$ cat src/rtl/divider_share_pkg.sv
// divider_share_pkg
//   Shared definitions for the divider-sharing controller: the default
//   operand width, the controller state encoding and the response error codes.
package divider_share_pkg;

  localparam int DATA_W = 24;

  typedef enum logic [2:0] {
    IDLE  = 3'd0,
    ISSUE = 3'd1,
    WAIT  = 3'd2,
    RESP  = 3'd3,
    FAULT = 3'd4
  } state_t;

  localparam logic [1:0] ERR_OK   = 2'b00;
  localparam logic [1:0] ERR_DIV0 = 2'b01;
  localparam logic [1:0] ERR_TMO  = 2'b10;

endpackage

$ cat src/rtl/rr_pick.sv
// rr_pick
//   Combinational round-robin picker. The winner is the first set bit of req
//   found searching upward from ptr+1 and wrapping around to ptr itself.
// Ports
//   req    in   N   request vector
//   ptr    in   IW  index of the previous winner
//   onehot out  N   one-hot winner (0 when no request)
//   idx    out  IW  winner index (0 when no request)
//   any    out  1   at least one request present
module rr_pick #(
  parameter int N = 4,
  localparam int IW = $clog2(N)
) (
  input  logic [N-1:0]  req,
  input  logic [IW-1:0] ptr,
  output logic [N-1:0]  onehot,
  output logic [IW-1:0] idx,
  output logic          any
);

  // Distance of each candidate from ptr+1 in wrap-around order; smallest wins.
  int best;

  always_comb begin
    idx  = '0;
    any  = 1'b0;
    best = N;
    for (int i = 0; i < N; i++) begin
      if (req[i] && (((i + N - 1 - int'(ptr)) % N) < best)) begin
        best = (i + N - 1 - int'(ptr)) % N;
        idx  = IW'(i);
        any  = 1'b1;
      end
    end
  end

  always_comb begin
    onehot = '0;
    for (int i = 0; i < N; i++) begin
      onehot[i] = any && (idx == IW'(i));
    end
  end

endmodule

$ cat src/rtl/divider_share_ctrl.sv
// divider_share_ctrl
//   Shares one sequential divider among N_REQ requesters. A round-robin winner
//   is granted in IDLE, its operands are captured, the divider is started with
//   a one-cycle pulse and the controller waits for div_done. Divide-by-zero is
//   answered directly without touching the divider. A watchdog aborts a divider
//   that never finishes and leaves the block in a sticky FAULT state.
//
//   Handshake: a requester raises req[i] with stable operands and holds it until
//   it sees rsp_valid with rsp_id == i; it must drop req[i] in the cycle after
//   rsp_valid, otherwise the still-high level is taken as a new request. gnt is
//   one-hot for the whole operation and returns to 0 after the response cycle.
//   Operands are sampled only in the grant cycle.
//
// Ports
//   clk, reset          clock, synchronous active-high reset
//   req                 level request per requester
//   req_dividend/divisor packed operands, requester i at [i*DATA_W +: DATA_W]
//   gnt                 one-hot owner of the current operation
//   rsp_valid           one-cycle response strobe with rsp_id/quotient/err
//   fault               sticky watchdog flag, cleared only by reset
//   div_start           one-cycle start pulse to the divider
//   div_dividend/divisor captured operands, stable for the whole operation
//   div_quotient/done   divider result; done is a level until the next start
//   dbg_state           current controller state
module divider_share_ctrl #(
  parameter int N_REQ   = 4,
  parameter int DATA_W  = divider_share_pkg::DATA_W,
  parameter int TIMEOUT = 64,
  localparam int IDW    = $clog2(N_REQ)
) (
  input  logic                    clk,
  input  logic                    reset,
  input  logic [N_REQ-1:0]        req,
  input  logic [N_REQ*DATA_W-1:0] req_dividend,
  input  logic [N_REQ*DATA_W-1:0] req_divisor,
  output logic [N_REQ-1:0]        gnt,
  output logic                    rsp_valid,
  output logic [IDW-1:0]          rsp_id,
  output logic [DATA_W-1:0]       rsp_quotient,
  output logic [1:0]              rsp_err,
  output logic                    fault,
  output logic                    div_start,
  output logic [DATA_W-1:0]       div_dividend,
  output logic [DATA_W-1:0]       div_divisor,
  input  logic [DATA_W-1:0]       div_quotient,
  input  logic                    div_done,
  output logic [2:0]              dbg_state
);

  import divider_share_pkg::*;

  localparam int CW = $clog2(TIMEOUT);

  state_t            state, state_n;
  logic [IDW-1:0]    ptr, ptr_n;
  logic [N_REQ-1:0]  gnt_n;
  logic              rsp_valid_n;
  logic [IDW-1:0]    rsp_id_n;
  logic [DATA_W-1:0] rsp_quotient_n;
  logic [1:0]        rsp_err_n;
  logic              fault_n;
  logic              div_start_n;
  logic [DATA_W-1:0] dividend_n, divisor_n;
  logic [CW-1:0]     cnt, cnt_n;

  logic [N_REQ-1:0]  pick_onehot;
  logic [IDW-1:0]    pick_idx;
  logic              pick_any;
  logic [DATA_W-1:0] pick_dividend, pick_divisor;

  rr_pick #(.N(N_REQ)) u_pick (
    .req    (req),
    .ptr    (ptr),
    .onehot (pick_onehot),
    .idx    (pick_idx),
    .any    (pick_any)
  );

  // Operand mux driven by the one-hot winner.
  always_comb begin
    pick_dividend = '0;
    pick_divisor  = '0;
    for (int i = 0; i < N_REQ; i++) begin
      if (pick_onehot[i]) begin
        pick_dividend = req_dividend[i*DATA_W +: DATA_W];
        pick_divisor  = req_divisor[i*DATA_W +: DATA_W];
      end
    end
  end

  always_ff @(posedge clk) begin
    if (reset) begin
      state        <= IDLE;
      ptr          <= IDW'(N_REQ - 1);
      gnt          <= '0;
      rsp_valid    <= 1'b0;
      rsp_id       <= '0;
      rsp_quotient <= '0;
      rsp_err      <= ERR_OK;
      fault        <= 1'b0;
      div_start    <= 1'b0;
      div_dividend <= '0;
      div_divisor  <= '0;
      cnt          <= '0;
    end else begin
      state        <= state_n;
      ptr          <= ptr_n;
      gnt          <= gnt_n;
      rsp_valid    <= rsp_valid_n;
      rsp_id       <= rsp_id_n;
      rsp_quotient <= rsp_quotient_n;
      rsp_err      <= rsp_err_n;
      fault        <= fault_n;
      div_start    <= div_start_n;
      div_dividend <= dividend_n;
      div_divisor  <= divisor_n;
      cnt          <= cnt_n;
    end
  end

  always_comb begin
    state_n        = state;
    ptr_n          = ptr;
    gnt_n          = gnt;
    rsp_valid_n    = 1'b0;
    rsp_id_n       = rsp_id;
    rsp_quotient_n = rsp_quotient;
    rsp_err_n      = rsp_err;
    fault_n        = fault;
    div_start_n    = 1'b0;
    dividend_n     = div_dividend;
    divisor_n      = div_divisor;
    cnt_n          = cnt;

    case (state)
      IDLE: begin
        if (pick_any) begin
          gnt_n      = pick_onehot;
          ptr_n      = pick_idx;
          rsp_id_n   = pick_idx;
          dividend_n = pick_dividend;
          divisor_n  = pick_divisor;
          if (pick_divisor == '0) begin
            // Answered locally; the divider is never started.
            rsp_quotient_n = '1;
            rsp_err_n      = ERR_DIV0;
            rsp_valid_n    = 1'b1;
            state_n        = RESP;
          end else begin
            div_start_n = 1'b1;
            state_n     = ISSUE;
          end
        end
      end

      ISSUE: begin
        // div_done is still high from the previous operation here, so it is
        // not looked at until the divider has seen the start pulse.
        cnt_n   = '0;
        state_n = WAIT;
      end

      WAIT: begin
        if (div_done) begin
          rsp_quotient_n = div_quotient;
          rsp_err_n      = ERR_OK;
          rsp_valid_n    = 1'b1;
          state_n        = RESP;
        end else if (cnt == CW'(TIMEOUT - 1)) begin
          rsp_quotient_n = '0;
          rsp_err_n      = ERR_TMO;
          rsp_valid_n    = 1'b1;
          fault_n        = 1'b1;
          state_n        = RESP;
        end else begin
          cnt_n = cnt + 1'b1;
        end
      end

      RESP: begin
        gnt_n   = '0;
        state_n = fault ? FAULT : IDLE;
      end

      FAULT: begin
        gnt_n = '0;
      end

      default: begin
        gnt_n   = '0;
        state_n = IDLE;
      end
    endcase
  end

  assign dbg_state = state;

endmodule

$ cat config.mk
export PLATFORM = sky130hd
export DESIGN_NAME = divider_share_ctrl
export DESIGN_NICKNAME = d
export VERILOG_FILES = /design/src/rtl/divider_share_pkg.sv /design/src/rtl/rr_pick.sv /design/src/rtl/divider_share_ctrl.sv
export SDC_FILE = /design/constraint.sdc
export NUM_CORES = 1
export LEC_CHECK = 0
export CAP_MARGIN = 5
export CORE_UTILIZATION = 39
export DETAILED_ROUTE_END_ITERATION = 10
export PLACE_DENSITY = 0.81
export SLEW_MARGIN = 20
export SYNTH_ARGS = -nofsm -noshare
export SYNTH_HDL_FRONTEND = slang
export SYNTH_SLANG_ARGS = --single-unit
$ cat constraint.sdc
create_clock -name clk -period 8.7 [get_ports clk]
set_input_delay 1.74 -clock clk [delete_from_list [all_inputs] [get_ports clk]]
set_output_delay 1.74 -clock clk [all_outputs]
set_load 0.03 [all_outputs]
==> metrics.md <==
| Metric | Value |
|---|---|
| Post-synth top area share | 34.4% |
| GPL Wtd Cong | approximately 0.97 |
| Status | finished, final reports clean |
| RSZ-0062 raised after global routing | false |
| Yosys top cell by area | dfxtp_1 |
| Max Slew Vio Count | 0 |
| Post-CTS sizing | 0 |
| Critical Path End Type | flop |
| Synth top cells by count | nand2_1, dfxtp_1, nor2_1, a21oi_1, clkbuf_1 |
| Clk_skew | around 8 ps |
| Routed Antenna Nets | 0 |
| Ys Warns | 0 |
| Vias in the first global route | about 6400 |
| Syn_area_per_cell | roughly 7.6 µm² |
| Placed cell area | about 8600 µm² |
| Fraction of final layout cells sized beyond drive strength 1 | ~4.5% |
| Final Net Count | 1214 |
| Pre-CTS setup slack | around 870 ps |
| Crit start category | input pin |
| Clock root cell | clkbuf_16 |
| Yosys reg bits | 94 |
| Final setup fails | 0 |
| Reg2reg end | rsp_quotient[11] |
| Layout area overhead | 62.4% |
| FMAX | ~130 MHz |
| Arrival @ worst endpoint | about 7700 ps |
| Largest net degree at the start of global routing | 92 |
| CTS Sinks | 94 |
| DRT iter0 DRCs | 590 |
| PD cells | around 260 nW/µm² |
| Ports | roughly 300 |
| Post-synthesis sequential area ratio | about 34% |
| GRT Residual Overflow | 0 |
| CTS Buf Count | 9 |
| Die area | approximately 15000 µm² |
| Row count | 42 |
| Initial Util | 40.7% |
| Fin. Hold Viols | 0 |
| Synth cell types | 57 |
| Worst setup path class | in2reg |
| Slew HR | between 30 and 40% |
| Number of enable flip-flop cells after synthesis | 0 |
| Router iterations before antenna repair | 5 |
| Wire per inst | 18.4 µm |
| Final setup TNS | 0 ps |
| Tmin final | between 7000 and 8000 ps |
| RR Startpoint | ptr[0] |
| Least-Margin Pin Slew | about 990 ps |
| Setup repair bufs after CTS | 0 |
| DR vias | ~6500 |
| Leak | 0.00354 µW |
| R2R cell count | 21 |
| CP endpoint | rsp_quotient[11] |
| Total GRT Usage | 30.0% |
| Fin crit share | 85.3% |
| Max Fanout on Critical Path | around 40 |
| Post-detailed-placement half-perimeter wirelength | ~16000 µm |
| Syn Inst Count | a little over 700 |
| Post-Route WL | 21500 µm |
| Syn nets | around 950 |
| # hold bufs at CTS | 0 |
| Initial antenna violation count | 1 |
| Hold Crit Class | reg2reg |
| Worst EP required | ~8900 ps |
| Top cells by area, synth | dfxtp_1, nand2_1, nor2_1 |
| Buffers on Ports | 308 |
| Die width | roughly 120 µm |
| TritonCTS clock tree | yes |
| Clk slew on worst S/H paths | around 70 ps |
| Clock latency on the worst-skew pair | approximately 350 ps |
| Final instance area | 8890 µm² |
| Layout fillers | roughly 1200 |
| Worst Setup Slack, final | around 1300 ps |
| Die H | 121 µm |
| Core Area | roughly 13000 µm² |
| Post-route total power | 2310 µW |
| Max-cap viol count | 0 |
| Max VDD drop | approximately 0.16 mV |
| Top-count cell post-synth | nand2_1 |
| Multi-input gate area in the final layout | between 3000 and 4000 µm² |
| H-tree levels | 3 |
| Reg area | 1880 µm² |
| CTS max path bufs | 2 |
| Ys async rst share | 0% |
| Drt via density | ~5.6 |
| CP startpoint | req[0] |
| DRC Markers | 0 |
| First-pass GRT wire length | between 30000 and 40000 µm |
| Setup slack, reg-to-reg | between 2000 and 3000 ps |
| Cell area after synthesis | ~5500 µm² |
| Ys flop type | dfxtp_1 |
==> where the power goes <==
group          switching [µW]  internal [µW]
sequential               58.1            519
combinational             797            547
clock                     182            206
total                    1040           1270
==> cells by family after synthesis <==
kind of cell               count (synthesis)  synth area share, %
AOI/OAI and AO/OA                        219                 30.5
xor gates and xnor gates                   5                0.799
adders and majority gates                  4                0.914
buffers and inverters                     74                 5.73
DFF                                       94                 34.4
muxes                                     10                 1.92
and+or+nand+nor                          319                 25.8
==> through the flow <==
| stage | cells | hold WS [ps] | util, % |
|---|---|---|---|
| floorplan | 725 | 480 | - |
| global placement | 1152 | 441 | 63.9 |
| detailed placement | 1152 | 453 | 63.9 |
| CTS | 1168 | 457 | 66.1 |
| global route | 1169 | 474 | 66.1 |
| finish | 1169 | 458 | 66.1 |
==> how the worst min path moves through the flow <==
| stage | endpoint | cells after the start | startpoint |
|---|---|---|---|
| 3_5_place_dp | div_divisor[23] | 2 | div_divisor[23] |
| 2_1_floorplan | cnt[5] | 2 | cnt[5] |
| 6_report | div_divisor[23] | 2 | div_divisor[23] |
| 5_1_grt | div_divisor[23] | 2 | div_divisor[23] |
| 3_3_place_gp | div_divisor[23] | 2 | div_divisor[23] |
| 4_1_cts | div_divisor[23] | 2 | div_divisor[23] |
==> placed cells by master, fill, tap and decap left out, types with 8 or more instances in the layout <==
| master | n |
|---|---|
| a211oi_1 | 42 |
| a21oi_1 | 48 |
| a221oi_1 | 32 |
| and3_1 | 33 |
| buf_4 | 10 |
| clkbuf_16 | 9 |
| clkdlybuf4s50_1 | 307 |
| dfxtp_1 | 94 |
| inv_1 | 8 |
| nand2_1 | 136 |
| nand3_1 | 10 |
| nand4_1 | 8 |
| nor2_1 | 87 |
| nor3_1 | 19 |
| o211a_1 | 11 |
| o211ai_1 | 11 |
| o21ai_0 | 10 |
| o31a_1 | 25 |
==> registers in the layout, summed over array words and instances, names as in the netlist <==
name	count
rsp_err	2
rsp_id	2
cnt	6
fault	1
dbg_state	3
rsp_quotient	24
rsp_valid	1
gnt	4
div_divisor	24
ptr	2
div_start	1
div_dividend	24
==> final cells by class <==
| class | count | area share, % |
|---|---|---|
| diodes | 1 | 0.0281 |
| clock buffers | 10 | 2.69 |
| clock inverters | 6 | 0.591 |
| inverters | 8 | 0.338 |
| multi-input cells | 557 | 37.3 |
| flip-flops and latches | 94 | 21.2 |
| well taps | 176 | 2.48 |
| repair buffers | 317 | 35.4 |
==> metal layers <==
layer	part of all wire [%]	up-vias	global-route usage (%)
li1	-	3193	-
met1	39	2963	34.7
met2	49	292	51.0
met3	7.9	62	7.41
met4	4.6	0	16.0
met5	0	-	0
==> worst max-delay path: stages <==
cell and delay [ps]:
clkdlybuf4s50_1 600, nand2b_1 110, ha_1 340, a21oi_4 340
o21a_1 190, nor2_1 50, a21oi_1 160, ha_1 260
o22a_1 220, o22ai_4 500, nor2_1 80, a21oi_1 140
ha_1 270, a21o_1 240, a21oi_4 390, o21a_2 790
a221o_1 240, o22ai_1 80, and4b_1 220, and3_1 180
buf_4 220, o31a_1 260
(Power assumes the default switching activity.)
